File: src/rtl/flaf_stream_ctrl_if.sv
// rtl/flaf_stream_ctrl_if.sv - sequencer bus: run control, sample ROM, filter drive and capture RAM
interface flaf_stream_ctrl_if #(
    parameter int WIDTH  = 16,
    parameter int ADDR_W = 15
) ();
    logic              start;
    logic              abort;
    logic              busy;
    logic              done;
    logic [ADDR_W-1:0] smp_addr;
    logic [WIDTH-1:0]  smp_x_in;
    logic [WIDTH-1:0]  smp_d_in;
    logic              filt_reset;
    logic [WIDTH-1:0]  signal_out;
    logic [WIDTH-1:0]  desired_out;
    logic [WIDTH-1:0]  error_in;
    logic              cap_we;
    logic [ADDR_W-1:0] cap_addr;
    logic [WIDTH-1:0]  cap_data;

    // master is the sequencer, slave is the memory/filter environment around it
    modport master (
        input  start, abort, smp_x_in, smp_d_in, error_in,
        output busy, done, smp_addr, filt_reset, signal_out, desired_out,
               cap_we, cap_addr, cap_data
    );
    modport slave (
        output start, abort, smp_x_in, smp_d_in, error_in,
        input  busy, done, smp_addr, filt_reset, signal_out, desired_out,
               cap_we, cap_addr, cap_data
    );
endinterface

File: src/rtl/flaf_stream_ctrl.sv
// rtl/flaf_stream_ctrl.sv - replays ROM samples into the filter and captures latency-aligned error words
module flaf_stream_ctrl #(
    parameter int WIDTH  = 16,
    parameter int N      = 25000,
    parameter int ADDR_W = 15,
    parameter int RET    = 6
) (
    input  logic              clk,
    input  logic              reset,
    flaf_stream_ctrl_if.master bus
);
    // One counter covers PRIME (0..1) and then the RUN+FLUSH cycle index c.
    localparam int CW = $clog2(N + RET + 1);

    typedef enum logic [2:0] {S_IDLE, S_PRIME, S_RUN, S_FLUSH, S_DONE} state_t;

    state_t        state_q, state_d;
    logic [CW-1:0] cnt_q, cnt_d;
    int            cnt_i;
    logic          active;

    assign cnt_i = int'(cnt_q);

    always_ff @(posedge clk or posedge reset) begin
        if (reset) begin
            state_q <= S_IDLE;
            cnt_q   <= '0;
        end else begin
            state_q <= state_d;
            cnt_q   <= cnt_d;
        end
    end

    always_comb begin
        state_d         = state_q;
        cnt_d           = cnt_q;
        active          = (state_q == S_RUN) || (state_q == S_FLUSH);
        bus.busy        = active || (state_q == S_PRIME);
        bus.done        = (state_q == S_DONE);
        bus.filt_reset  = !active;
        bus.signal_out  = active ? bus.smp_x_in : {WIDTH{1'b0}};
        bus.desired_out = active ? bus.smp_d_in : {WIDTH{1'b0}};
        bus.smp_addr    = '0;
        bus.cap_we      = active && (cnt_i >= RET);
        bus.cap_addr    = '0;
        bus.cap_data    = bus.error_in;

        // ROM read is registered, so the address runs one sample ahead of the data
        if (state_q == S_RUN) begin
            bus.smp_addr = ADDR_W'((cnt_i >= N - 1) ? N - 1 : cnt_i + 1);
        end else if (state_q == S_FLUSH) begin
            bus.smp_addr = ADDR_W'(N - 1);
        end
        if (bus.cap_we) begin
            bus.cap_addr = ADDR_W'(cnt_i - RET);
        end

        unique case (state_q)
            S_IDLE: begin
                if (bus.start) begin
                    state_d = S_PRIME;
                    cnt_d   = '0;
                end
            end
            S_PRIME: begin
                if (bus.abort) begin
                    state_d = S_IDLE;
                    cnt_d   = '0;
                end else if (cnt_i == 1) begin
                    state_d = S_RUN;
                    cnt_d   = '0;
                end else begin
                    cnt_d = cnt_q + CW'(1);
                end
            end
            S_RUN, S_FLUSH: begin
                // abort wins over completion on the same edge
                if (bus.abort) begin
                    state_d = S_IDLE;
                    cnt_d   = '0;
                end else if (cnt_i >= N + RET - 1) begin
                    state_d = S_DONE;
                end else begin
                    if (cnt_i == N - 1) begin
                        state_d = S_FLUSH;
                    end
                    cnt_d = cnt_q + CW'(1);
                end
            end
            S_DONE: begin
                state_d = S_IDLE;
                cnt_d   = '0;
            end
            default: begin
                state_d = S_IDLE;
                cnt_d   = '0;
            end
        endcase
    end
endmodule
File: src/flat_wrapper.sv
// flat-port wrapper written by rule: the top's interface ports become plain ports
module flaf_stream_ctrl_flat 
#(
    parameter int WIDTH  = 16,
    parameter int N      = 25000,
    parameter int ADDR_W = 15,
    parameter int RET    = 6
)
  (clk, reset, bus_start, bus_abort, bus_smp_x_in, bus_smp_d_in, bus_error_in, bus_busy, bus_done, bus_smp_addr, bus_filt_reset, bus_signal_out, bus_desired_out, bus_cap_we, bus_cap_addr, bus_cap_data);
  flaf_stream_ctrl_if #(.WIDTH(WIDTH), .ADDR_W(ADDR_W)) bus_i ();
  input  logic clk;
  input  logic reset;
  input wire logic [$bits(bus_i.start)-1:0] bus_start;
  input wire logic [$bits(bus_i.abort)-1:0] bus_abort;
  input wire logic [$bits(bus_i.smp_x_in)-1:0] bus_smp_x_in;
  input wire logic [$bits(bus_i.smp_d_in)-1:0] bus_smp_d_in;
  input wire logic [$bits(bus_i.error_in)-1:0] bus_error_in;
  output wire logic [$bits(bus_i.busy)-1:0] bus_busy;
  output wire logic [$bits(bus_i.done)-1:0] bus_done;
  output wire logic [$bits(bus_i.smp_addr)-1:0] bus_smp_addr;
  output wire logic [$bits(bus_i.filt_reset)-1:0] bus_filt_reset;
  output wire logic [$bits(bus_i.signal_out)-1:0] bus_signal_out;
  output wire logic [$bits(bus_i.desired_out)-1:0] bus_desired_out;
  output wire logic [$bits(bus_i.cap_we)-1:0] bus_cap_we;
  output wire logic [$bits(bus_i.cap_addr)-1:0] bus_cap_addr;
  output wire logic [$bits(bus_i.cap_data)-1:0] bus_cap_data;
  assign bus_i.start = bus_start;
  assign bus_i.abort = bus_abort;
  assign bus_i.smp_x_in = bus_smp_x_in;
  assign bus_i.smp_d_in = bus_smp_d_in;
  assign bus_i.error_in = bus_error_in;
  assign bus_busy = bus_i.busy;
  assign bus_done = bus_i.done;
  assign bus_smp_addr = bus_i.smp_addr;
  assign bus_filt_reset = bus_i.filt_reset;
  assign bus_signal_out = bus_i.signal_out;
  assign bus_desired_out = bus_i.desired_out;
  assign bus_cap_we = bus_i.cap_we;
  assign bus_cap_addr = bus_i.cap_addr;
  assign bus_cap_data = bus_i.cap_data;
  flaf_stream_ctrl #(.WIDTH(WIDTH), .N(N), .ADDR_W(ADDR_W), .RET(RET)) u_core (.clk(clk), .reset(reset), .bus(bus_i));
endmodule
File: config.mk
export PLATFORM = sky130hd
export DESIGN_NAME = flaf_stream_ctrl_flat
export DESIGN_NICKNAME = d
export VERILOG_FILES = /design/src/rtl/flaf_stream_ctrl_if.sv /design/src/rtl/flaf_stream_ctrl.sv /design/src/flat_wrapper.sv
export SDC_FILE = /design/constraint.sdc
export NUM_CORES = 1
export LEC_CHECK = 0
export ABC_CLOCK_PERIOD_IN_PS = 1900
export CAP_MARGIN = 20
export CORE_MARGIN = 5
export CORE_UTILIZATION = 35
export CTS_CLUSTER_SIZE = 14
export DETAILED_ROUTE_END_ITERATION = 8
export GPL_TIMING_DRIVEN = 0
export PLACE_DENSITY = 0.86
export SLEW_MARGIN = 20
export SYNTH_ARGS = -nofsm -noshare
export SYNTH_HDL_FRONTEND = slang
export SYNTH_SLANG_ARGS = --single-unit
File: constraint.sdc
create_clock -name clk -period 1.9 [get_ports clk]
set_input_delay 0.285 -clock clk [delete_from_list [all_inputs] [get_ports clk]]
set_output_delay 0.285 -clock clk [all_outputs]
set_load 0.01 [all_outputs]
**Yosys cells after proc, flatten, opt, wreduce, memory -nomap -nowiden**

Cells that the tools add are included.

- Flip-flop bits (word level): 18
- Bits of input ports: 52
- Output and inout port bits: 82
- Word-level logic and storage cells: 45

- $add $sub $neg: 3
- Order comparisons: 3
- Equality and inequality tests: 10
- Mux-type cells: 19
- Reduce and logical (&&, ||, !) cells: 8

Operators with widths:

| operator | count |
|---|---|
| $mux W15 | 9 |
| $pmux W15 S3 | 1 |
| $mux W16 | 2 |
| $add A15 B1 Y15 const B | 2 |
| $ge A15 B15 Y1 const B | 2 |
| $mux W3 | 6 |
| $eq A15 B14 Y1 const B | 1 |
| $eq A15 B2 Y1 const B | 1 |
| $ge A15 B3 Y1 const B | 1 |
| $sub A15 B3 Y15 const B | 1 |
| $pmux W3 S3 | 1 |
| $eq A3 B2 Y1 const B | 2 |
| $ne A3 B3 Y1 const B | 2 |
| $ne A4 B2 Y1 const B | 1 |
| $eq A3 B1 Y1 const B | 1 |
| $eq A3 B3 Y1 const B | 1 |
| $logic_not A3 Y1 | 1 |
| $reduce_and A3 Y1 | 1 |
| $logic_or A1 B1 Y1 | 2 |
| $ne A2 B2 Y1 const B | 1 |
| $reduce_and A2 Y1 | 1 |
| $reduce_or A2 Y1 | 1 |
| $logic_and A1 B1 Y1 | 1 |
| $logic_not A1 Y1 | 1 |

**Longest topological paths before layout**

- Depth in word-level cells: 5
- Gate-level depth with buffers: 8
- Mapped depth without buffers: 7

**Least setup slack after synthesis**

Ideal clock, no wire load.

- Path type: flip-flop to output port
- Start: reg u_core.cnt_q[1]
- End: out bus_cap_addr[11]
- Data arrival time: 1.834 ns
- Data required time: 1.615 ns
- Path slack: -0.219 ns
- Cell stages (with the launch flop): 7
- Path buffers: 1
- Cell sequence: dfrtp_1 -> ha_1 -> or2_2 -> nor3b_2 -> a41o_1 -> buf_2 -> nor2_1

- Longest elaborated chain between the ends: 3
- Elaborated cells on any way between the ends: 4
- Classes of those cells: 1 x add/sub; 1 x order compare; 1 x mux; 1 x reduce/logical

Ends and longest elaborated chain:

| item | line | RTL |
|---|---|---|
| from (decl) | flaf_stream_ctrl.sv:18 | `logic [CW-1:0] cnt_q, cnt_d;` |
| from (signal assigned) | flaf_stream_ctrl.sv:30 | `cnt_q <= cnt_d;` |
| $ge A15 B3 Y1 | flaf_stream_ctrl.sv:44 | `bus.cap_we = active && (cnt_i >= RET);` |
| $logic_and A1 B1 Y1 | flaf_stream_ctrl.sv:44 |  |
| $mux W15 * | flaf_stream_ctrl.sv:54 | `if (bus.cap_we) begin` |
| to (decl) | flat_wrapper.sv:25 | `output wire logic [$bits(bus_i.cap_addr)-1:0] bus_cap_addr;` |

Every way passes the cells marked *; elsewhere a longest branch is shown, timed or not.

**Final worst setup path**

- Start: reg u_core.cnt_q[2]
- End: out bus_smp_addr[8]

- Longest elaborated chain between the ends: 3
- Elaborated cells on any way between the ends: 4
- Classes of those cells: 1 x add/sub; 1 x order compare; 2 x mux

Ends and longest elaborated chain:

| item | line | RTL |
|---|---|---|
| $add A15 B1 Y15 or $ge A15 B15 Y1 (tied branches) | flaf_stream_ctrl.sv:50 | `bus.smp_addr = ADDR_W'((cnt_i >= N - 1) ? N - 1 : cnt_i + 1);` |
| $mux W15 * | flaf_stream_ctrl.sv:50 |  |
| $mux W15 * | flaf_stream_ctrl.sv:49 | `if (state_q == S_RUN) begin` |
| to (decl) | flat_wrapper.sv:20 | `output wire logic [$bits(bus_i.smp_addr)-1:0] bus_smp_addr;` |

Marks and branches as above.

==> results.txt <==
Type of the most critical hold path -> primary input to async pin
Setup crit end kind -> output pin
Initial Util -> 35.9%
Overall routing resource usage -> 25.0%
Synth Cell Area -> 0.00228 mm²
Asr flop ratio synth -> 100%
Max_cap viols -> 0
Via/cell ratio -> 5.94
Hold Fails Final Rpt -> 0
Slew Limit Fails -> 0
Final #Nets -> 537
# DRC -> 0
Hpwl dp -> 6700 µm
Slew headroom -> 26.1%
Fin crit period -> 2.65 ns
Final Setup Violations -> 49
Maximum operating frequency -> 377 MHz
Antenna cell count -> 0
Die footprint -> 0.00823 mm²
Boundary Pins -> 134
Clk slew on worst S/H paths -> 0.08 ns
Max VDD drop -> 0.000498 V
Port Buffer Count -> 117
Crit path kind -> register to output pin
Vias in the first global route -> 3160
CP Data Required Time -> 1.62 ns
Final Skew -> 0.00811 ns
Fin Setup TNS -> -23.99 ns
GPL Wtd Cong -> 0.924
EDFF count, synth -> 0
Fillers -> 408
Pre-Repair DR Iteration Count -> 8
Dpl cells -> 499
Layout cells sized above 1 -> 54.3%
Seq cells post-synth -> 18
Critical Path Fanout Max -> 10
End of the worst register-to-register path -> u_core.cnt_q[8]$_DFFE_PP0P_
Remaining global-route overflow -> 0
ANT nets after route -> 0
Clk root buf -> clkbuf_8
Worst-Margin Slew -> 1.10 ns
Final setup margin -> -0.751 ns
Clk buf depth -> 2
Crit start category -> register
Sequential fraction of the synthesis area -> 19.7%
Syn avg cell area -> 7.50 µm²
Top cell type by total area after synthesis -> dfrtp_1
Layout Cells excl Fill -> 556
Post-Syn Instances -> 304
Largest net degree at the start of global routing -> 19
CTS tree -> yes
Clock Sinks -> 18
Primary FF master, synth -> dfrtp_1
Final wirelength -> 12400 µm
Vias post-DR -> 3304
Main area contributors after synthesis -> dfrtp_1 (20%), and2_1 (10%), nor2_1 (6.4%)
Worst-skew pair later-pin latency -> 0.28 ns
First-pass GRT wire length -> 17000 µm
Failing checks -> setup timing
WP data arrival -> 2.37 ns
Tcrit/Tclk final -> 140%
Leak -> 2.05 nW
Util after Layout -> 70.8%
Total CTS buffers -> 3
Unique masters post-synth -> 54
Outcome -> finished, violations left
Starting DRT DRC Count -> 422
Die width -> 90.7 µm
Antenna violations before repair -> 0
Synth Net Count -> 361
Reg-to-reg slack, setup -> -0.56 ns
Unrepaired setup endpoints after global routing -> true
R2r startpoint -> u_core.cnt_q[2]$_DFFE_PP0P_
Die span in y -> 90.7 µm
Share of Yosys cell area claimed by the top area cell type -> 19.7%
Synth warn -> 0
Area growth, synth to finish -> 97.0%
H-tree depth -> 1
FF-to-FF path depth -> 8
Per-cell routed wire length -> 22.3 µm
Power density over the cells -> 666 mW/mm²
CORE AREA -> 0.00635 mm²
Row count -> 29
==> worst max-delay path, stage by stage (launching register included) <==
cell       delay (ns)
dfrtp_1          0.46
buf_4            0.17
clkbuf_8         0.18
nand3_1          0.15
nor2_1           0.33
and3_1           0.29
o2bb2ai_1        0.12
a21oi_2          0.19
buf_2            0.18
==> synthesized netlist by cell type, types with 2 or more instances <==
master	count
a221oi_2	2
mux2i_1	3
nor3_1	3
dfrtp_1	18
o221a_1	2
nand2_1	19
xor2_1	8
o31ai_1	4
nor4_1	4
inv_1	7
and4_1	3
clkbuf_1	17
a221oi_1	4
mux2_1	2
nor2_1	39
nand4_1	5
nand3_1	6
o21ai_1	2
nor2b_1	6
o21ai_0	9
buf_4	18
o211ai_1	2
o32ai_1	2
and3_1	8
and2_1	38
a211oi_2	2
buf_2	5
a21oi_1	22
nor4b_1	3
ha_1	5
xnor2_1	13
==> per-stage QoR <==
stage          total power (W)  hold WS [ns]  worst slack (ns)  area (µm²)
6_report               0.00299         0.478            -0.751        4490
5_1_grt                0.00311         0.515            -0.766        4490
4_1_cts                0.00273         0.480            -0.677        4100
3_5_place_dp           0.00212         0.585            -0.984        3630
3_3_place_gp           0.00206         0.575            -0.950        3620
2_1_floorplan          0.00131         0.224            -0.118        2350
==> worst max path at each step <==
stage	startpoint	end	slack, ns
2_1_floorplan	u_core.cnt_q[9]$_DFFE_PP0P_	bus_smp_addr[0]	-0.12
3_3_place_gp	u_core.cnt_q[9]$_DFFE_PP0P_	bus_smp_addr[13]	-0.95
3_5_place_dp	u_core.cnt_q[9]$_DFFE_PP0P_	bus_smp_addr[13]	-0.98
4_1_cts	u_core.cnt_q[11]$_DFFE_PP0P_	bus_smp_addr[13]	-0.68
5_1_grt	u_core.cnt_q[2]$_DFFE_PP0P_	bus_smp_addr[8]	-0.77
6_report	u_core.cnt_q[2]$_DFFE_PP0P_	bus_smp_addr[8]	-0.75
==> cell families (layout without fill, tap and decap cells) <==
group,after synthesis,in the layout,share of synthesized area [%]
xor gates and xnor gates,21,21,8.06
buffers and inverters,48,223,11.1
adders and majority gates,5,5,2.74
muxes,7,7,3.46
DFF,18,18,19.7
and+or+nand+nor,146,146,36.3
AOI/OAI and AO/OA,59,59,18.6
==> cell usage in the layout (no fill, tap or decap), types with 4 or more instances in the layout <==
| cell type | n |
|---|---|
| buf_4 | 48 |
| a21oi_2 | 18 |
| and2_1 | 35 |
| nand4_1 | 5 |
| and3_1 | 6 |
| mux2_4 | 4 |
| inv_1 | 5 |
| o21ai_2 | 6 |
| nor2_1 | 24 |
| clkdlybuf4s50_1 | 52 |
| clkbuf_8 | 10 |
| dlygate4sd2_1 | 4 |
| nor2_4 | 10 |
| dfrtp_1 | 9 |
| buf_2 | 55 |
| clkbuf_2 | 4 |
| nand3_1 | 5 |
| nor2b_1 | 5 |
| xor2_1 | 8 |
| xnor2_1 | 12 |
| nand2_1 | 17 |
| buf_6 | 37 |
| dfrtp_2 | 9 |
| nor2_2 | 5 |
==> registers in the layout, indices dropped and copies added, names as in the netlist <==
register / cells
u_core.cnt_q: 15
u_core.state_q: 3
==> per-layer routing <==
| metal | part of all wire (%) | GRT usage [%] | vias up |
|---|---|---|---|
| li1 | - | - | 1390 |
| met3 | 8.9 | 4.58 | 85 |
| met1 | 35 | 28.9 | 1542 |
| met4 | 7.0 | 13.2 | 0 |
| met2 | 49 | 43.3 | 287 |
| met5 | 0 | 0 | - |
==> power breakdown <==
part           internal, W  switching (W)
combinational     0.000983        0.00116
sequential        0.000427      0.0000691
clock             0.000186       0.000166
==> layout make-up <==
cell class	instances	area, µm²	area share [%]
timing repair buffer	176	1450	32.3
multi-input combinational	238	2080	46.3
inverter	7	28.8	0.640
tap	77	96.3	2.14
clock buffer	4	55.1	1.22
sequential	18	462	10.3
buffer	36	320	7.13
==> repair_timing <==
action,in CTS,in global routing
resized for setup,349,83
setup buffers,44,16
pin swaps,29,31
setup endpoints to repair,81,51
gates cloned,1,0
hold buffers,0,0
(Power assumes the default switching activity.)
